File: src/rtl/arm_mc_pkg.sv
// Shared types and encodings for the multicycle ARM controller.
package arm_mc_pkg;

    typedef enum logic [3:0] {
        S_FETCH,
        S_DECODE,
        S_MEMADR,
        S_MEMREAD,
        S_MEMWB,
        S_MEMWRITE,
        S_EXECR,
        S_EXECI,
        S_ALUWB,
        S_BRANCH,
        S_HALT
    } state_t;

    localparam logic [1:0] OP_DP  = 2'b00;
    localparam logic [1:0] OP_MEM = 2'b01;
    localparam logic [1:0] OP_BR  = 2'b10;
    localparam logic [1:0] OP_UND = 2'b11;

    localparam logic [3:0] CMD_AND = 4'b0000;
    localparam logic [3:0] CMD_SUB = 4'b0010;
    localparam logic [3:0] CMD_ADD = 4'b0100;
    localparam logic [3:0] CMD_TST = 4'b1000;
    localparam logic [3:0] CMD_CMP = 4'b1010;
    localparam logic [3:0] CMD_ORR = 4'b1100;

    localparam logic [1:0] ALU_ADD = 2'b00;
    localparam logic [1:0] ALU_SUB = 2'b01;
    localparam logic [1:0] ALU_AND = 2'b10;
    localparam logic [1:0] ALU_ORR = 2'b11;

    localparam logic [1:0] RES_ALUOUT = 2'b00;
    localparam logic [1:0] RES_DATA   = 2'b01;
    localparam logic [1:0] RES_ALU    = 2'b10;

    localparam logic [1:0] SRCB_RM   = 2'b00;
    localparam logic [1:0] SRCB_IMM  = 2'b01;
    localparam logic [1:0] SRCB_FOUR = 2'b10;

    localparam logic [1:0] IMM_DP  = 2'b00;
    localparam logic [1:0] IMM_MEM = 2'b01;
    localparam logic [1:0] IMM_BR  = 2'b10;

    localparam logic [3:0] COND_EQ = 4'b0000;
    localparam logic [3:0] COND_NE = 4'b0001;
    localparam logic [3:0] COND_CS = 4'b0010;
    localparam logic [3:0] COND_CC = 4'b0011;
    localparam logic [3:0] COND_MI = 4'b0100;
    localparam logic [3:0] COND_PL = 4'b0101;
    localparam logic [3:0] COND_VS = 4'b0110;
    localparam logic [3:0] COND_VC = 4'b0111;
    localparam logic [3:0] COND_HI = 4'b1000;
    localparam logic [3:0] COND_LS = 4'b1001;
    localparam logic [3:0] COND_GE = 4'b1010;
    localparam logic [3:0] COND_LT = 4'b1011;
    localparam logic [3:0] COND_GT = 4'b1100;
    localparam logic [3:0] COND_LE = 4'b1101;
    localparam logic [3:0] COND_AL = 4'b1110;

endpackage

File: src/rtl/arm_cond_check.sv
// Combinational ARM condition evaluation against the registered NZCV flags.
module arm_cond_check
    import arm_mc_pkg::*;
(
    input  logic [3:0] i_cond,
    input  logic [3:0] i_flags,
    output logic       o_condex
);

    logic w_n, w_z, w_c, w_v, w_ge;

    assign {w_n, w_z, w_c, w_v} = i_flags;
    assign w_ge = (w_n == w_v);

    always_comb begin
        case (i_cond)
            COND_EQ: o_condex = w_z;
            COND_NE: o_condex = ~w_z;
            COND_CS: o_condex = w_c;
            COND_CC: o_condex = ~w_c;
            COND_MI: o_condex = w_n;
            COND_PL: o_condex = ~w_n;
            COND_VS: o_condex = w_v;
            COND_VC: o_condex = ~w_v;
            COND_HI: o_condex = w_c & ~w_z;
            COND_LS: o_condex = ~w_c | w_z;
            COND_GE: o_condex = w_ge;
            COND_LT: o_condex = ~w_ge;
            COND_GT: o_condex = ~w_z & w_ge;
            COND_LE: o_condex = w_z | ~w_ge;
            COND_AL: o_condex = 1'b1;
            default: o_condex = 1'b0;
        endcase
    end

endmodule

File: src/rtl/arm_mc_controller.sv
// Multicycle ARM controller: FSM, NZCV flags, memory handshake with timeout, retire counter.
// Define ARM_MC_CMP_EN to accept CMP/TST as flag-only data-processing ops.
module arm_mc_controller
    import arm_mc_pkg::*;
#(
    parameter int WAIT_MAX = 16,
    parameter int CNT_W    = 32
) (
    input  logic             clk,
    input  logic             reset,
    input  logic [19:0]      Instr,
    input  logic [3:0]       ALUFlags,
    input  logic             MemReady,
    output logic             MemReq,
    output logic             MemWrite,
    output logic             AdrSrc,
    output logic             IRWrite,
    output logic             PCWrite,
    output logic             RegWrite,
    output logic [1:0]       RegSrc,
    output logic [1:0]       ImmSrc,
    output logic             ALUSrcA,
    output logic [1:0]       ALUSrcB,
    output logic [1:0]       ALUControl,
    output logic [1:0]       ResultSrc,
    output logic             UndefInstr,
    output logic             MemErr,
    output logic [CNT_W-1:0] Retired
);

    localparam int WCW = (WAIT_MAX < 2) ? 1 : $clog2(WAIT_MAX + 1);

    state_t           r_state;
    logic [3:0]       r_flags;
    logic [WCW-1:0]   r_wait;
    logic             r_memerr;
    logic [CNT_W-1:0] r_retired;

    logic [3:0] w_cond, w_cmd, w_rd;
    logic [1:0] w_op, w_alu_ctl, w_regsrc;
    logic       w_i, w_s, w_condex, w_legal, w_nowrite, w_arith, w_undef;
    logic       w_wait_state, w_timeout, w_unused_bits;

    assign w_cond = Instr[19:16];
    assign w_op   = Instr[15:14];
    assign w_i    = Instr[13];
    assign w_cmd  = Instr[12:9];
    assign w_s    = Instr[8];
    assign w_rd   = Instr[3:0];
    assign w_unused_bits = ^Instr[7:4];

    arm_cond_check u_cond (
        .i_cond   (w_cond),
        .i_flags  (r_flags),
        .o_condex (w_condex)
    );

    always_comb begin
        w_legal   = 1'b1;
        w_nowrite = 1'b0;
        w_arith   = 1'b0;
        w_alu_ctl = ALU_ADD;
        case (w_cmd)
            CMD_ADD: w_arith = 1'b1;
            CMD_SUB: begin w_arith = 1'b1; w_alu_ctl = ALU_SUB; end
            CMD_AND: w_alu_ctl = ALU_AND;
            CMD_ORR: w_alu_ctl = ALU_ORR;
`ifdef ARM_MC_CMP_EN
            CMD_CMP: begin w_arith = 1'b1; w_nowrite = 1'b1; w_alu_ctl = ALU_SUB; end
            CMD_TST: begin w_nowrite = 1'b1; w_alu_ctl = ALU_AND; end
`endif
            default: w_legal = 1'b0;
        endcase
    end

    assign w_undef  = (w_op == OP_UND) || ((w_op == OP_DP) && !w_legal);
    // Stores read Rd as the second operand; branches read PC as Rn.
    assign w_regsrc = {(w_op == OP_MEM) && !w_s, (w_op == OP_BR)};

    assign w_wait_state = (r_state == S_FETCH) || (r_state == S_MEMREAD) ||
                          (r_state == S_MEMWRITE);
    // Fires on the WAIT_MAX-th consecutive stalled cycle; a ready cycle never times out.
    assign w_timeout = (WAIT_MAX != 0) && w_wait_state && !MemReady &&
                       (r_wait == WCW'(WAIT_MAX - 1));

    always_ff @(posedge clk) begin
        if (reset) begin
            r_state   <= S_FETCH;
            r_flags   <= 4'b0000;
            r_wait    <= '0;
            r_memerr  <= 1'b0;
            r_retired <= '0;
        end else begin
            r_wait <= (w_wait_state && !MemReady) ? r_wait + WCW'(1) : '0;
            case (r_state)
                S_FETCH: begin
                    if (MemReady) r_state <= S_DECODE;
                    else if (w_timeout) begin
                        r_memerr <= 1'b1;
                        r_state  <= S_HALT;
                    end
                end
                S_DECODE: begin
                    if (!w_condex) begin
                        r_state   <= S_FETCH;
                        r_retired <= r_retired + CNT_W'(1);
                    end else if (w_undef) begin
                        r_state <= S_FETCH;
                    end else begin
                        case (w_op)
                            OP_MEM:  r_state <= S_MEMADR;
                            OP_DP:   r_state <= w_i ? S_EXECI : S_EXECR;
                            OP_BR:   r_state <= S_BRANCH;
                            default: r_state <= S_FETCH;
                        endcase
                    end
                end
                S_MEMADR: r_state <= w_s ? S_MEMREAD : S_MEMWRITE;
                S_MEMREAD: begin
                    if (MemReady) r_state <= S_MEMWB;
                    else if (w_timeout) begin
                        r_memerr <= 1'b1;
                        r_state  <= S_HALT;
                    end
                end
                S_MEMWRITE: begin
                    if (MemReady) begin
                        r_state   <= S_FETCH;
                        r_retired <= r_retired + CNT_W'(1);
                    end else if (w_timeout) begin
                        r_memerr <= 1'b1;
                        r_state  <= S_HALT;
                    end
                end
                S_EXECR, S_EXECI: r_state <= S_ALUWB;
                S_ALUWB: begin
                    if (w_s) begin
                        r_flags[3:2] <= ALUFlags[3:2];
                        if (w_arith) r_flags[1:0] <= ALUFlags[1:0];
                    end
                    r_state   <= S_FETCH;
                    r_retired <= r_retired + CNT_W'(1);
                end
                S_MEMWB, S_BRANCH: begin
                    r_state   <= S_FETCH;
                    r_retired <= r_retired + CNT_W'(1);
                end
                default: r_state <= S_HALT;
            endcase
        end
    end

    always_comb begin
        MemReq     = 1'b0;
        MemWrite   = 1'b0;
        AdrSrc     = 1'b0;
        IRWrite    = 1'b0;
        PCWrite    = 1'b0;
        RegWrite   = 1'b0;
        RegSrc     = 2'b00;
        ImmSrc     = IMM_DP;
        ALUSrcA    = 1'b0;
        ALUSrcB    = SRCB_RM;
        ALUControl = ALU_ADD;
        ResultSrc  = RES_ALUOUT;
        UndefInstr = 1'b0;
        case (r_state)
            S_FETCH: begin
                MemReq    = 1'b1;
                ALUSrcA   = 1'b1;
                ALUSrcB   = SRCB_FOUR;
                ResultSrc = RES_ALU;
                IRWrite   = MemReady;
                PCWrite   = MemReady;
            end
            S_DECODE: begin
                ALUSrcA    = 1'b1;
                ALUSrcB    = SRCB_FOUR;
                RegSrc     = w_regsrc;
                UndefInstr = w_condex && w_undef;
            end
            S_MEMADR: begin
                ALUSrcB = SRCB_IMM;
                ImmSrc  = IMM_MEM;
                RegSrc  = w_regsrc;
            end
            S_MEMREAD: begin
                AdrSrc = 1'b1;
                MemReq = 1'b1;
                RegSrc = w_regsrc;
            end
            S_MEMWB: begin
                ResultSrc = RES_DATA;
                RegWrite  = 1'b1;
                RegSrc    = w_regsrc;
            end
            S_MEMWRITE: begin
                AdrSrc   = 1'b1;
                MemReq   = 1'b1;
                MemWrite = 1'b1;
                RegSrc   = w_regsrc;
            end
            S_EXECR, S_EXECI, S_ALUWB: begin
                ALUSrcB    = w_i ? SRCB_IMM : SRCB_RM;
                ALUControl = w_alu_ctl;
                RegSrc     = w_regsrc;
                if (r_state == S_ALUWB) begin
                    RegWrite = !w_nowrite && (w_rd != 4'd15);
                    PCWrite  = !w_nowrite && (w_rd == 4'd15);
                end
            end
            S_BRANCH: begin
                ImmSrc    = IMM_BR;
                ALUSrcB   = SRCB_IMM;
                ResultSrc = RES_ALU;
                PCWrite   = 1'b1;
                RegSrc    = w_regsrc;
            end
            default: ;
        endcase
        // Nothing is committed in a reset cycle, whatever state the access was in.
        if (reset) begin
            MemWrite = 1'b0;
            IRWrite  = 1'b0;
            PCWrite  = 1'b0;
            RegWrite = 1'b0;
        end
    end

    assign MemErr  = r_memerr;
    assign Retired = r_retired;

endmodule

File: config.mk
export PLATFORM = sky130hd
export DESIGN_NAME = arm_mc_controller
export DESIGN_NICKNAME = d
export VERILOG_FILES = /design/src/rtl/arm_mc_pkg.sv /design/src/rtl/arm_cond_check.sv /design/src/rtl/arm_mc_controller.sv
export SDC_FILE = /design/constraint.sdc
export NUM_CORES = 1
export LEC_CHECK = 0
export ABC_AREA = 0
export CAP_MARGIN = 20
export CORE_MARGIN = 10
export CORE_UTILIZATION = 40
export DETAILED_ROUTE_END_ITERATION = 8
export HOLD_SLACK_MARGIN = 0.02
export PLACE_DENSITY = 0.79
export SETUP_SLACK_MARGIN = 0.05
export SYNTH_ARGS = -nofsm -noshare
export SYNTH_HDL_FRONTEND = slang
export SYNTH_SLANG_ARGS = --single-unit
File: constraint.sdc
create_clock -name clk -period 5.2 [get_ports clk]
set_clock_uncertainty 0.2 [all_clocks]
set_input_delay 1.04 -clock clk [delete_from_list [all_inputs] [get_ports clk]]
set_output_delay 1.04 -clock clk [all_outputs]
set_load 0.01 [all_outputs]
==> reports/metrics.yaml <==
rsz0062_at_grt: "no"
r2r_cells: 5
arrival_ns: 3.36
synth_seq_cells: 46
whs_endpoint: "r_wait[0]$_SDFF_PP0_"
cts_hold_buf: 0
outcome: "completed"
clockPowerShare: 0.364
r2r_slack_ns: 1.94
worst_slew_pin_slew_ns: 0.8770
root_buffer: "clkbuf_8"
grt_max_degree: 68
slew_headroom: 0.4139
fmax_mhz: 217.3
crit_chain: "clkdlybuf4s50_1 -> or4b_2 -> nand3_1 -> a32o_1 -> o41a_4 -> nor2b_1 -> clkdlybuf4s50_1"
area_delta_synth_final_pct: 30.51
port_buffers: 73
io_pins: 78
cts.sink_count: 46
synth-edff-count: 0
fin_util: 0.5365
clkTransAtPathRegs_ns: 0.09
chipWidth_microns: 103.6
period_needed_ns: 4.603
p_leak_nw: 1.174
critPathMaxFanout: 11
r2r-start: "r_state[3]$_SDFF_PP0_"
hold_violations: 0
vdd_drop_max_mv: 0.1620
cap_viol_max_count: 0
hold_class: "reg2reg"
cts_tree: "done"
worstSetupPathType: "in2out"
cp_top_family: "buffers and inverters"
ys_types: 45
cts_resized: 0
p_per_area_nw_per_um2: 204.7
clk_path_buf_depth: 2
p_sw_uw: 197.1
synth_cells: 371
yosys-top-cells-count: "a21oi_1 (46), dfxtp_1 (46), nor2_1 (30), nand2_1 (28), or4_1 (24)"
setup_viol: 0
crit_path_top_delay_cell: "clkdlybuf4s50_1"
vias: 3005
async_reset_ff_frac: 0
num_rows: 30
synth.net_count: 401
synth_flop_cell: "dfxtp_1"
postCtsSetupBuffers: 0
antennaDiodeCount: 0
dr.pass1.iters: 5
hp-start: "r_wait[0]$_SDFF_PP0_"
critPathLaunchType: "input port"
gp_congestion: 0.8396
timing.rr.end: "Retired[9]$_SDFFE_PP0P_"
n_fill_cell: 656
antenna_found_initial: 0
synthTopCellsByArea: "dfxtp_1 (33%), a21oi_1 (8.2%), or4_1 (6.5%)"
dp_hpwl_mm: 5.608
viasPerCell: 5.757
ys.warnings.count: 0
cp_num_buf_inv: 2
nNetsFinal: 455
grt_pass1_vias: 2700
coreArea_sq_um: 6794
die_h_microns: 103.6
dieArea_sq_um: 10720
drcViolationCount: 0
cp-end-kind: "output port"
tns_ns: 0
grt-ovfl-total: 0
synth_area_sq_um: 2793
crit_top_cell: "clkdlybuf4s50_1"
synth_top_area_share: 0.3297
period_share: 0.8852
grt_use_total: 0.1390
maxSlewViolCount: 0
ant_nets: 0
postSynthAreaPerCell_sq_um: 7.527
clk_latency_ns: 0.31
numCtsBuffers: 5
htreeDepth: 2
cpPeakStageDelay_ns: 0.65
grt_pass1_wl_mm: 13.00
drt_iter0_drc: 218
worstPathRequired_ns: 3.96
internal_power_uw: 548.8
start_util: 0.4110
power_frac_comb: 0.148
p_seq_frac: 0.488
wl_per_cell_microns: 14.97
swShare: 0.2642
yosysTopAreaCell: "dfxtp_1"
drt_wl_total_mm: 7.812
hold_path_depth: 1
drive_above_1_share: 0.03521
synth-seq-area-share: 0.3297
[registers in the layout, summed over array words and instances, names as in the netlist]
name	cells
MemErr	1
Retired	32
r_flags	4
r_state	4
r_wait	5
[area by class of cell]
cell class | instances | area (sq um) | area share
Clock buffer | 5 | 68.82 | 0.01888
Tap cell | 96 | 120.1 | 0.03296
Multi-Input combinational cell | 289 | 1712 | 0.4696
Inverter | 7 | 26.28 | 0.007209
Sequential cell | 46 | 920.9 | 0.2527
Timing Repair Buffer | 76 | 753.2 | 0.2067
Clock inverter | 3 | 43.79 | 0.01202
[worst register-to-register path, cell delays in order, from the launching register on]
cell,delay [ns]
dfxtp_1,0.69
inv_1,0.28
a21oi_1,0.53
nand2_1,0.66
or4_1,0.68
a21oi_1,0.17
[stage by stage]
step	total power, mW	setup WS [ns]	instance area (sq um)	std cells	hold WS (ns)
2_1_floorplan	0.4360	1.173	2793	371	0.2179
4_1_cts	0.7512	0.5927	3645	522	0.2601
5_1_grt	0.7794	0.4791	3645	522	0.2920
3_5_place_dp	0.4827	0.6049	3532	514	0.2416
3_3_place_gp	0.4798	0.6493	3532	514	0.2284
6_report	0.7459	0.5972	3645	522	0.2571
[metal layers]
layer / part of all wire / global-route usage / up-vias
met2: 0.49 / 0.2338 / 78
met1: 0.44 / 0.1719 / 1420
met4: 0.0090 / 0.03024 / 0
met5: 0 / 0 / -
met3: 0.059 / 0.03717 / 6
li1: - / - / 1501
[how the worst max path moves through the flow]
stage,depth (start not counted),end,from
2_1_floorplan,8,UndefInstr,Instr[18]
3_5_place_dp,7,UndefInstr,Instr[19]
4_1_cts,7,UndefInstr,Instr[19]
6_report,7,UndefInstr,Instr[19]
5_1_grt,7,UndefInstr,Instr[19]
3_3_place_gp,7,UndefInstr,Instr[19]
[cells in the final DEF (no fill, tap or decap), types with 7 or more instances in the layout]
master and n:
nand4_1 12, dfxtp_1 46, a21oi_1 46, inv_1 7
o21ai_0 14, clkdlybuf4s50_1 73, nand2_1 28, nand3_1 19
and3_1 9, o31ai_1 21, or3_1 9, nor2_1 30
or4_1 24, nor2b_1 12, nor3_1 15
[cell families (layout without fill, tap and decap cells)]
logic type | count (synthesis) | count (layout) | share of synthesized area
buffers and inverters | 36 | 91 | 0.05735
adder cells (fa/ha/maj) | 3 | 3 | 0.01344
AO/OA/AOI/OAI | 94 | 94 | 0.2034
AND/OR/NAND/NOR | 181 | 181 | 0.3584
XOR/XNOR | 5 | 5 | 0.01568
flip-flops | 46 | 46 | 0.3297
multiplexers | 6 | 6 | 0.02195
[power by group through the flow]
| stage | clock, mW | sequential [mW] | combinational, mW |
|---|---|---|---|
| 2_1_floorplan | 0 | 0.367 | 0.0689 |
| 3_3_place_gp | 0 | 0.372 | 0.108 |
| 3_5_place_dp | 0 | 0.372 | 0.111 |
| 4_1_cts | 0.276 | 0.364 | 0.111 |
| 5_1_grt | 0.291 | 0.365 | 0.123 |
| 6_report | 0.271 | 0.364 | 0.111 |
(Power assumes the default switching activity.)
